[config.mk]
export PLATFORM = sky130hd
export DESIGN_NAME = cpu_store_buffer_flat
export DESIGN_NICKNAME = d
export VERILOG_FILES = /design/src/rtl/cpu_store_buffer_if.sv /design/src/rtl/cpu_store_buffer.sv /design/src/flat_wrapper.sv
export SDC_FILE = /design/constraint.sdc
export NUM_CORES = 1
export LEC_CHECK = 0
export ABC_AREA = 0
export CORE_MARGIN = 4
export CORE_UTILIZATION = 54
export DETAILED_ROUTE_END_ITERATION = 7
export PLACE_DENSITY = 0.8
export SYNTH_ARGS = -nofsm -noshare
export SYNTH_HDL_FRONTEND = slang
export SYNTH_SLANG_ARGS = --single-unit
[constraint.sdc]
create_clock -name clk_i -period 11.4 [get_ports clk_i]
set_clock_uncertainty 0.1 [all_clocks]
set_input_delay 2.28 -clock clk_i [delete_from_list [all_inputs] [get_ports clk_i]]
set_output_delay 2.28 -clock clk_i [all_outputs]
set_load 0.01 [all_outputs]
[src/rtl/cpu_store_buffer_if.sv]
// rtl/cpu_store_buffer_if.sv - store buffer bus bundle
// Purpose: groups the writeback push side, memory drain side and forwarding
//          lookup signals of cpu_store_buffer into one interface.
// Modports:
//   slave  - the store buffer itself (consumes pushes/acks/load address,
//            drives status, memory request and forwarding result)
//   master - the surrounding pipeline/memory environment
// Signals:
//   memory_write_enable_i/address_i/value_i  push request from writeback
//   full_o, empty_o, overflow_o              buffer status
//   mem_write_o, mem_address_o, mem_value_o  head entry write request
//   mem_ack_i                                memory accepted the head
//   load_address_i, load_hit_o, load_value_o forwarding lookup
interface cpu_store_buffer_if;
    logic        memory_write_enable_i;
    logic [31:0] memory_write_address_i;
    logic [31:0] memory_write_value_i;
    logic        full_o;
    logic        empty_o;
    logic        overflow_o;
    logic        mem_write_o;
    logic [31:0] mem_address_o;
    logic [31:0] mem_value_o;
    logic        mem_ack_i;
    logic [31:0] load_address_i;
    logic        load_hit_o;
    logic [31:0] load_value_o;

    modport slave (
        input  memory_write_enable_i,
        input  memory_write_address_i,
        input  memory_write_value_i,
        output full_o,
        output empty_o,
        output overflow_o,
        output mem_write_o,
        output mem_address_o,
        output mem_value_o,
        input  mem_ack_i,
        input  load_address_i,
        output load_hit_o,
        output load_value_o
    );

    modport master (
        output memory_write_enable_i,
        output memory_write_address_i,
        output memory_write_value_i,
        input  full_o,
        input  empty_o,
        input  overflow_o,
        input  mem_write_o,
        input  mem_address_o,
        input  mem_value_o,
        output mem_ack_i,
        output load_address_i,
        input  load_hit_o,
        input  load_value_o
    );
endinterface

[src/rtl/cpu_store_buffer.sv]
// rtl/cpu_store_buffer.sv - posted-write store FIFO with optional load forwarding
// Purpose: buffers stores from writeback and drains them to memory in order
//          over a req/ack handshake; full_o stalls the pipeline.
// Parameters: DEPTH_LOG2 (1..4) - log2 of the entry count.
// Ports:
//   clk_i  - clock, rising edge
//   rst_i  - asynchronous active-high reset
//   bus    - cpu_store_buffer_if.slave (push, status, drain, forwarding)
// Option macro: CPU_STORE_FORWARD_EN - builds the store-to-load forwarding
//   comparators; when undefined load_hit_o/load_value_o are tied to 0.
module cpu_store_buffer #(
    parameter int DEPTH_LOG2 = 2
) (
    input  logic                 clk_i,
    input  logic                 rst_i,
    cpu_store_buffer_if.slave    bus
);
    localparam int DEPTH = 1 << DEPTH_LOG2;
    localparam logic [DEPTH_LOG2:0] FULL_COUNT = (DEPTH_LOG2 + 1)'(DEPTH);

    logic [31:0]           addr_q  [DEPTH];
    logic [31:0]           value_q [DEPTH];
    logic [DEPTH_LOG2-1:0] wr_ptr_q, wr_ptr_d;
    logic [DEPTH_LOG2-1:0] rd_ptr_q, rd_ptr_d;
    logic [DEPTH_LOG2:0]   count_q, count_d;
    logic                  overflow_q, overflow_d;

    logic empty;
    logic full;
    logic pop;
    logic push;

    // Status comes straight from the registered count so it cannot glitch
    // on input activity.
    assign empty = (count_q == '0);
    assign full  = (count_q == FULL_COUNT);

    // A pop frees a slot on the same edge, so a push while full is still
    // accepted when the head is being acked.
    assign pop  = !empty && bus.mem_ack_i;
    assign push = bus.memory_write_enable_i && (!full || pop);

    always_comb begin
        wr_ptr_d   = wr_ptr_q;
        rd_ptr_d   = rd_ptr_q;
        count_d    = count_q;
        overflow_d = overflow_q;
        if (push) begin
            wr_ptr_d = wr_ptr_q + 1'b1;
        end
        if (pop) begin
            rd_ptr_d = rd_ptr_q + 1'b1;
        end
        case ({push, pop})
            2'b10:   count_d = count_q + 1'b1;
            2'b01:   count_d = count_q - 1'b1;
            default: count_d = count_q;
        endcase
        if (bus.memory_write_enable_i && !push) begin
            overflow_d = 1'b1;
        end
    end

    always_ff @(posedge clk_i or posedge rst_i) begin
        if (rst_i) begin
            wr_ptr_q   <= '0;
            rd_ptr_q   <= '0;
            count_q    <= '0;
            overflow_q <= 1'b0;
            for (int i = 0; i < DEPTH; i++) begin
                addr_q[i]  <= '0;
                value_q[i] <= '0;
            end
        end else begin
            wr_ptr_q   <= wr_ptr_d;
            rd_ptr_q   <= rd_ptr_d;
            count_q    <= count_d;
            overflow_q <= overflow_d;
            if (push) begin
                addr_q[wr_ptr_q]  <= bus.memory_write_address_i;
                value_q[wr_ptr_q] <= bus.memory_write_value_i;
            end
        end
    end

    assign bus.empty_o     = empty;
    assign bus.full_o      = full;
    assign bus.overflow_o  = overflow_q;
    assign bus.mem_write_o = !empty;
    // Popped slots keep stale data, so the head is masked when empty.
    assign bus.mem_address_o = empty ? 32'd0 : addr_q[rd_ptr_q];
    assign bus.mem_value_o   = empty ? 32'd0 : value_q[rd_ptr_q];

`ifdef CPU_STORE_FORWARD_EN
    logic                  fwd_hit;
    logic [31:0]           fwd_value;
    logic [DEPTH_LOG2-1:0] fwd_idx;

    // Walk valid entries oldest to youngest; a later match overrides an
    // earlier one so the youngest store wins.
    always_comb begin
        fwd_hit   = 1'b0;
        fwd_value = '0;
        fwd_idx   = '0;
        for (int i = 0; i < DEPTH; i++) begin
            fwd_idx = rd_ptr_q + DEPTH_LOG2'(i);
            if (((DEPTH_LOG2 + 1)'(i) < count_q) &&
                (addr_q[fwd_idx] == bus.load_address_i)) begin
                fwd_hit   = 1'b1;
                fwd_value = value_q[fwd_idx];
            end
        end
    end

    assign bus.load_hit_o   = fwd_hit;
    assign bus.load_value_o = fwd_value;
`else
    logic unused_load_address;
    assign unused_load_address = ^bus.load_address_i;
    assign bus.load_hit_o      = 1'b0;
    assign bus.load_value_o    = '0;
`endif

endmodule
[src/flat_wrapper.sv]
// flat-port wrapper written by rule: the top's interface ports become plain ports
module cpu_store_buffer_flat 
#(
    parameter int DEPTH_LOG2 = 2
)
  (clk_i, rst_i, bus_memory_write_enable_i, bus_memory_write_address_i, bus_memory_write_value_i, bus_full_o, bus_empty_o, bus_overflow_o, bus_mem_write_o, bus_mem_address_o, bus_mem_value_o, bus_mem_ack_i, bus_load_address_i, bus_load_hit_o, bus_load_value_o);
  cpu_store_buffer_if bus_i ();
  input  logic clk_i;
  input  logic rst_i;
  input wire logic [$bits(bus_i.memory_write_enable_i)-1:0] bus_memory_write_enable_i;
  input wire logic [$bits(bus_i.memory_write_address_i)-1:0] bus_memory_write_address_i;
  input wire logic [$bits(bus_i.memory_write_value_i)-1:0] bus_memory_write_value_i;
  output wire logic [$bits(bus_i.full_o)-1:0] bus_full_o;
  output wire logic [$bits(bus_i.empty_o)-1:0] bus_empty_o;
  output wire logic [$bits(bus_i.overflow_o)-1:0] bus_overflow_o;
  output wire logic [$bits(bus_i.mem_write_o)-1:0] bus_mem_write_o;
  output wire logic [$bits(bus_i.mem_address_o)-1:0] bus_mem_address_o;
  output wire logic [$bits(bus_i.mem_value_o)-1:0] bus_mem_value_o;
  input wire logic [$bits(bus_i.mem_ack_i)-1:0] bus_mem_ack_i;
  input wire logic [$bits(bus_i.load_address_i)-1:0] bus_load_address_i;
  output wire logic [$bits(bus_i.load_hit_o)-1:0] bus_load_hit_o;
  output wire logic [$bits(bus_i.load_value_o)-1:0] bus_load_value_o;
  assign bus_i.memory_write_enable_i = bus_memory_write_enable_i;
  assign bus_i.memory_write_address_i = bus_memory_write_address_i;
  assign bus_i.memory_write_value_i = bus_memory_write_value_i;
  assign bus_full_o = bus_i.full_o;
  assign bus_empty_o = bus_i.empty_o;
  assign bus_overflow_o = bus_i.overflow_o;
  assign bus_mem_write_o = bus_i.mem_write_o;
  assign bus_mem_address_o = bus_i.mem_address_o;
  assign bus_mem_value_o = bus_i.mem_value_o;
  assign bus_i.mem_ack_i = bus_mem_ack_i;
  assign bus_i.load_address_i = bus_load_address_i;
  assign bus_load_hit_o = bus_i.load_hit_o;
  assign bus_load_value_o = bus_i.load_value_o;
  cpu_store_buffer #(.DEPTH_LOG2(DEPTH_LOG2)) u_core (.clk_i(clk_i), .rst_i(rst_i), .bus(bus_i));
endmodule
# After elaboration in Yosys (flattened, before gate mapping)
# Cells that the tools add are included.
# word_totals
reg_bits	264
input_bits	100
output_inout_bits	101
wordCells	47
# classes
n_addsub	4
magnitude_cmp	3
n_eq_ne	3
n_mux	13
bitwise_logic	2
reduce_logical	10
# op_table
cell	n
128-bit bitwise mux	2
32-bit 2-to-1 mux	7
32-bit binary-select mux with 2-bit select	2
32-bit demux with 2-bit select	1
3-bit greater-or-equal comparator, second input constant	2
2-bit inverter with 3-bit output	2
3-bit one-hot mux with 2 select lines	1
2-bit by 1-bit adder with 2-bit output, second input constant	2
1-bit logical AND	4
3-bit by 1-bit adder with 3-bit output, second input constant	1
3-bit equality test, second input constant	1
1-bit zero test	3
3-bit zero test	1
3-bit by 1-bit less-than comparator with 1-bit output, second input constant	1
3-bit by 1-bit subtractor with 3-bit output, second input constant	1
2-bit by 1-bit equality test with 1-bit output, second input constant	1
2-bit equality test, second input constant	1
2-bit nonzero test	1
1-bit logical OR	1

# Longest topological paths before layout
# logic_depth
ltp_word	7
depth_mapped	9
ltp_nobuf	9

# Worst setup path before layout
# OpenSTA, ideal clock, no wires.
# synth_timing
path_kind	input to register
start	input port bus_mem_ack_i
end	register u_core.count_q[2]
setup_time_ps	79
arrival_ps	3929
required_ps	11221
setup_slack_ps	7292
cell_stages	8
n_path_buf	0
path_cell_list	nor4b_4 > nand2b_1 > ha_1 > inv_1 > fa_1 > xor2_1 > nor2_1 > xor2_1
# synth_via
elab_chain_len	5
word_cells_on_any_way	7
cone_classes	eq/ne: 2; mux: 1; reduce/logical: 4
# synth_lines
item	line_no	rtl
start: declaration	flat_wrapper.sv:19	input wire logic [$bits(bus_i.mem_ack_i)-1:0] bus_mem_ack_i;
1-bit logical AND (*)	cpu_store_buffer.sv:40	assign pop = !empty && bus.mem_ack_i;
1-bit logical OR	cpu_store_buffer.sv:41	assign push = bus.memory_write_enable_i && (!full || pop);
1-bit logical AND	cpu_store_buffer.sv:41	
2-bit by 1-bit equality test with 1-bit output / 2-bit equality test (equally long branches)	cpu_store_buffer.sv:54	case ({push, pop})
3-bit one-hot mux with 2 select lines / 2-bit nonzero test (equally long branches)	-	
end signal: assignment	cpu_store_buffer.sv:77	count_q <= count_d;
end: declaration	cpu_store_buffer.sv:25	logic [DEPTH_LOG2:0] count_q, count_d;
# Every way passes the cells marked *; elsewhere a longest branch is shown, timed or not.
# A chain may end at the register's enable or synchronous reset.

# Worst setup path after layout
# layout_timing
start	register u_core.rd_ptr_q[0]
end	output port bus_mem_value_o[11]
# layout_via
elab_chain_len	5
# layout_lines
item	line_no	rtl
start: declaration	cpu_store_buffer.sv:24	logic [DEPTH_LOG2-1:0] rd_ptr_q, rd_ptr_d;
start signal: assignment	cpu_store_buffer.sv:76	rd_ptr_q <= rd_ptr_d;
2-bit inverter with 3-bit output (not written as such)	cpu_store_buffer.sv:92	assign bus.mem_value_o = empty ? 32'd0 : value_q[rd_ptr_q];
32-bit binary-select mux with 2-bit select	cpu_store_buffer.sv:92	
32-bit 2-to-1 mux (not written as such) (2 in a row)	cpu_store_buffer.sv:92	
32-bit 2-to-1 mux	cpu_store_buffer.sv:92	
end: declaration	flat_wrapper.sv:18	output wire logic [$bits(bus_i.mem_value_o)-1:0] bus_mem_value_o;
# Every way passes these cells. The select of a mux whose other input is x is not followed.

==> key figures <==
Status
  • Status: complete, no violations

CTS
  • CTS max path bufs: 3
  • CTS tree: done
  • Sink Count: 264
  • Worst skew pair latency: 0.53 ns
  • H-tree Lvls: 1
  • CTS clk-pin slew, worst paths: 0.06 ns
  • Clk root buf: clkbuf_16
  • CTS resizes: 0
  • Hold-fix buffers, CTS: 0
  • Cts bufs inserted: 28
  • Post-CTS Setup Bufs: 0

Finish
  • Most frequent cells in the layout: dfrtp_1 (262), mux2_2 (257), clkdlybuf4s50_1 (135)
  • Area of the multi-input gates: 5130 µm²
  • Final Core Density: 66.2%
  • Cell area after layout: 14600 µm²
  • Layout Nets: 1000
  • Share of cells above drive strength 1: 42.7%
  • Syn-to-layout area delta: 19.1%
  • Layout fillers: 1587
  • Storage cell area: 6610 µm²
  • Most common cell after layout, fill and taps aside: dfrtp_1
  • # diodes: 0

Pwr
  • Max IR drop VDD: 256 µV
  • Final Power: 4860 µW
  • Pwr/cell area: 333 nW/µm²
  • Pleak: 0.00600 µW

Worst setup path
  • Worst reg2reg path depth: 6
  • WP data required: 9.02 ns
  • Data arrival, critical path: 3.39 ns
  • CP Capture Type: output port
  • CP max stage cell: buf_4
  • Critical Path Source Type: flop
  • Reg2reg setup slack: 8.61 ns
  • R2r startpoint: u_core.wr_ptr_q[0]
  • Critical Path, Cell by Cell: buf_4, mux4_2, and2_1, clkdlybuf4s50_1
  • Slowest stage delay, CP: 0.81 ns
  • Crit Path Class: reg -> out
  • CP max FO: 43
  • FF-to-FF End: u_core.addr_q[39]

Synthesis
  • EDFF count, synth: 0
  • #FFs+latches synth: 264
  • Post-synthesis sequential area ratio: 54.0%
  • Synthesized area: 12200 µm²
  • Synth Instances: 766
  • Largest cells by area after synthesis: dfrtp_1 (54%), mux2_2 (24%), mux4_2 (12%)
  • Yosys Warn Count: 0
  • Yosys cell types: 24
  • Asr flop ratio synth: 100%
  • Ys flop type: dfrtp_1
  • Avg Inst Size Synth: 16.0 µm²
  • Synth area leader: dfrtp_1
  • Post-synth top area share: 54.0%

Floorplanning
  • Core ar.: 22000 µm²
  • Starting density of the core: 55.5%
  • Io pins: 201
  • Die Y-Extent: 159 µm
  • Rows: 54
  • Area of the die: 25100 µm²
  • Die Width: 159 µm

STA
  • Final min period: 5.77 ns
  • Highest clock rate: 173 MHz
  • Final period util: 50.6%
  • Fin Hold WS: 0.374 ns
  • Setup TNS: 0 ns
  • RSZ-0062 raised after global routing: false
  • Fin. max-slew vios: 0
  • Max-slew headroom: 29.8%
  • Worst-margin pin slew: 1.05 ns
  • Setup violators final: 0
  • Hold Vio Cnt, Final: 0

Worst hold path
  • Hold Crit Start: u_core.bus.overflow_o
  • Worst Hold Depth: 1
  • Worst hold endpoint: u_core.bus.overflow_o
  • Hold Crit Class: reg -> reg

Routing
  • Antenna viol nets, final: 0
  • Via-per-instance ratio: 5.56
  • Drt wl/cell: 20.1 µm
  • Vias post-DR: 6649
  • DRC: 0
  • Number of DRC markers in iteration 0: 357
  • Total Wirelength: 24.1 mm
  • 1st-pass router iterations: 5

Placed design
  • GP Congestion: 0.715
  • DP HPWL: 14.2 mm
  • Dpl cell area: 13500 µm²
  • # port buffers: 135

Run
  • Max-Cap Viols: 0

Global route
  • Vias in the first global route: 7292
  • GR Util All Layers: 19.5%
  • First-pass GRT wire length: 38.8 mm
  • Initial antenna violation count: 0
  • Largest net degree at the start of global routing: 125
  • Global route overflow: 0
==> layer usage <==
layer	track usage (%)	vias up	part of all wire (%)
met5	0	-	0
li1	-	2966	-
met4	4.31	0	1.8
met1	26.5	3497	44
met3	3.13	37	4.0
met2	33.6	149	50
==> per-stage QoR <==
step                      cells  setup WS (ns)
after floorplan             798           1.75
after global placement     1144           6.10
after detailed placement   1144           6.09
after CTS                  1196           5.50
after global routing       1196           5.37
final                      1196           5.63
==> how the worst max path moves through the flow <==
stage | start | endpoint | slack [ns] | cells past startpoint
floorplan | rst_i | u_core.addr_q[0] | 1.75 | 1
global placement | u_core.rd_ptr_q[0] | bus_mem_value_o[1] | 6.10 | 4
detailed placement | u_core.rd_ptr_q[0] | bus_mem_address_o[3] | 6.09 | 4
CTS | u_core.rd_ptr_q[0] | bus_mem_address_o[3] | 5.50 | 4
global route | u_core.rd_ptr_q[0] | bus_mem_value_o[20] | 5.37 | 4
finish | u_core.rd_ptr_q[0] | bus_mem_value_o[11] | 5.63 | 4
==> flip-flops by register name (all words and copies together), names as in the netlist <==
name	flops
u_core.value_q	128
u_core.addr_q	128
u_core.wr_ptr_q	2
u_core.bus.overflow_o	1
u_core.rd_ptr_q	2
u_core.count_q	3
==> final cells by class <==
class	instances	area share, %
Multi-Input combinational cell	448	35.2
Tap cell	280	2.40
Clock inverter	16	1.47
Clock buffer	36	5.57
Timing Repair Buffer	144	9.74
Inverter	8	0.258
Sequential cell	264	45.4
==> synth_stat cells (4+ instances only) <==
master and n:
nand2_1 5, clkbuf_1 12, buf_2 8, buf_4 34
nor2_2 4, buf_6 24, mux2_2 257, ha_1 5
inv_1 8, and2_1 64, mux4_2 64, dfrtp_1 264
==> critical path: cells and delay by family, from the launching register on <==
| kind | cells | cell delay (ns) |
|---|---|---|
| buf+inv | 2 | 1.30 |
| mux | 1 | 0.60 |
| flops | 1 | 0.74 |
| simple gates | 1 | 0.20 |
==> kinds of logic after synthesis <==
| kind of cell | Yosys count | synth area share (%) |
|---|---|---|
| xor gates and xnor gates | 6 | 0.430 |
| AOI/OAI and AO/OA | 2 | 0.112 |
| adders and majority gates | 6 | 0.675 |
| other | 1 | 0.0307 |
| and+or+nand+nor | 80 | 4.08 |
| muxes | 321 | 35.4 |
| buffers and inverters | 86 | 5.24 |
| DFF | 264 | 54.0 |
==> power by group <==
group	switching [µW]	internal (µW)
clock network	370	615
logic	783	1380
registers	281	1420
(Power assumes the default switching activity.)
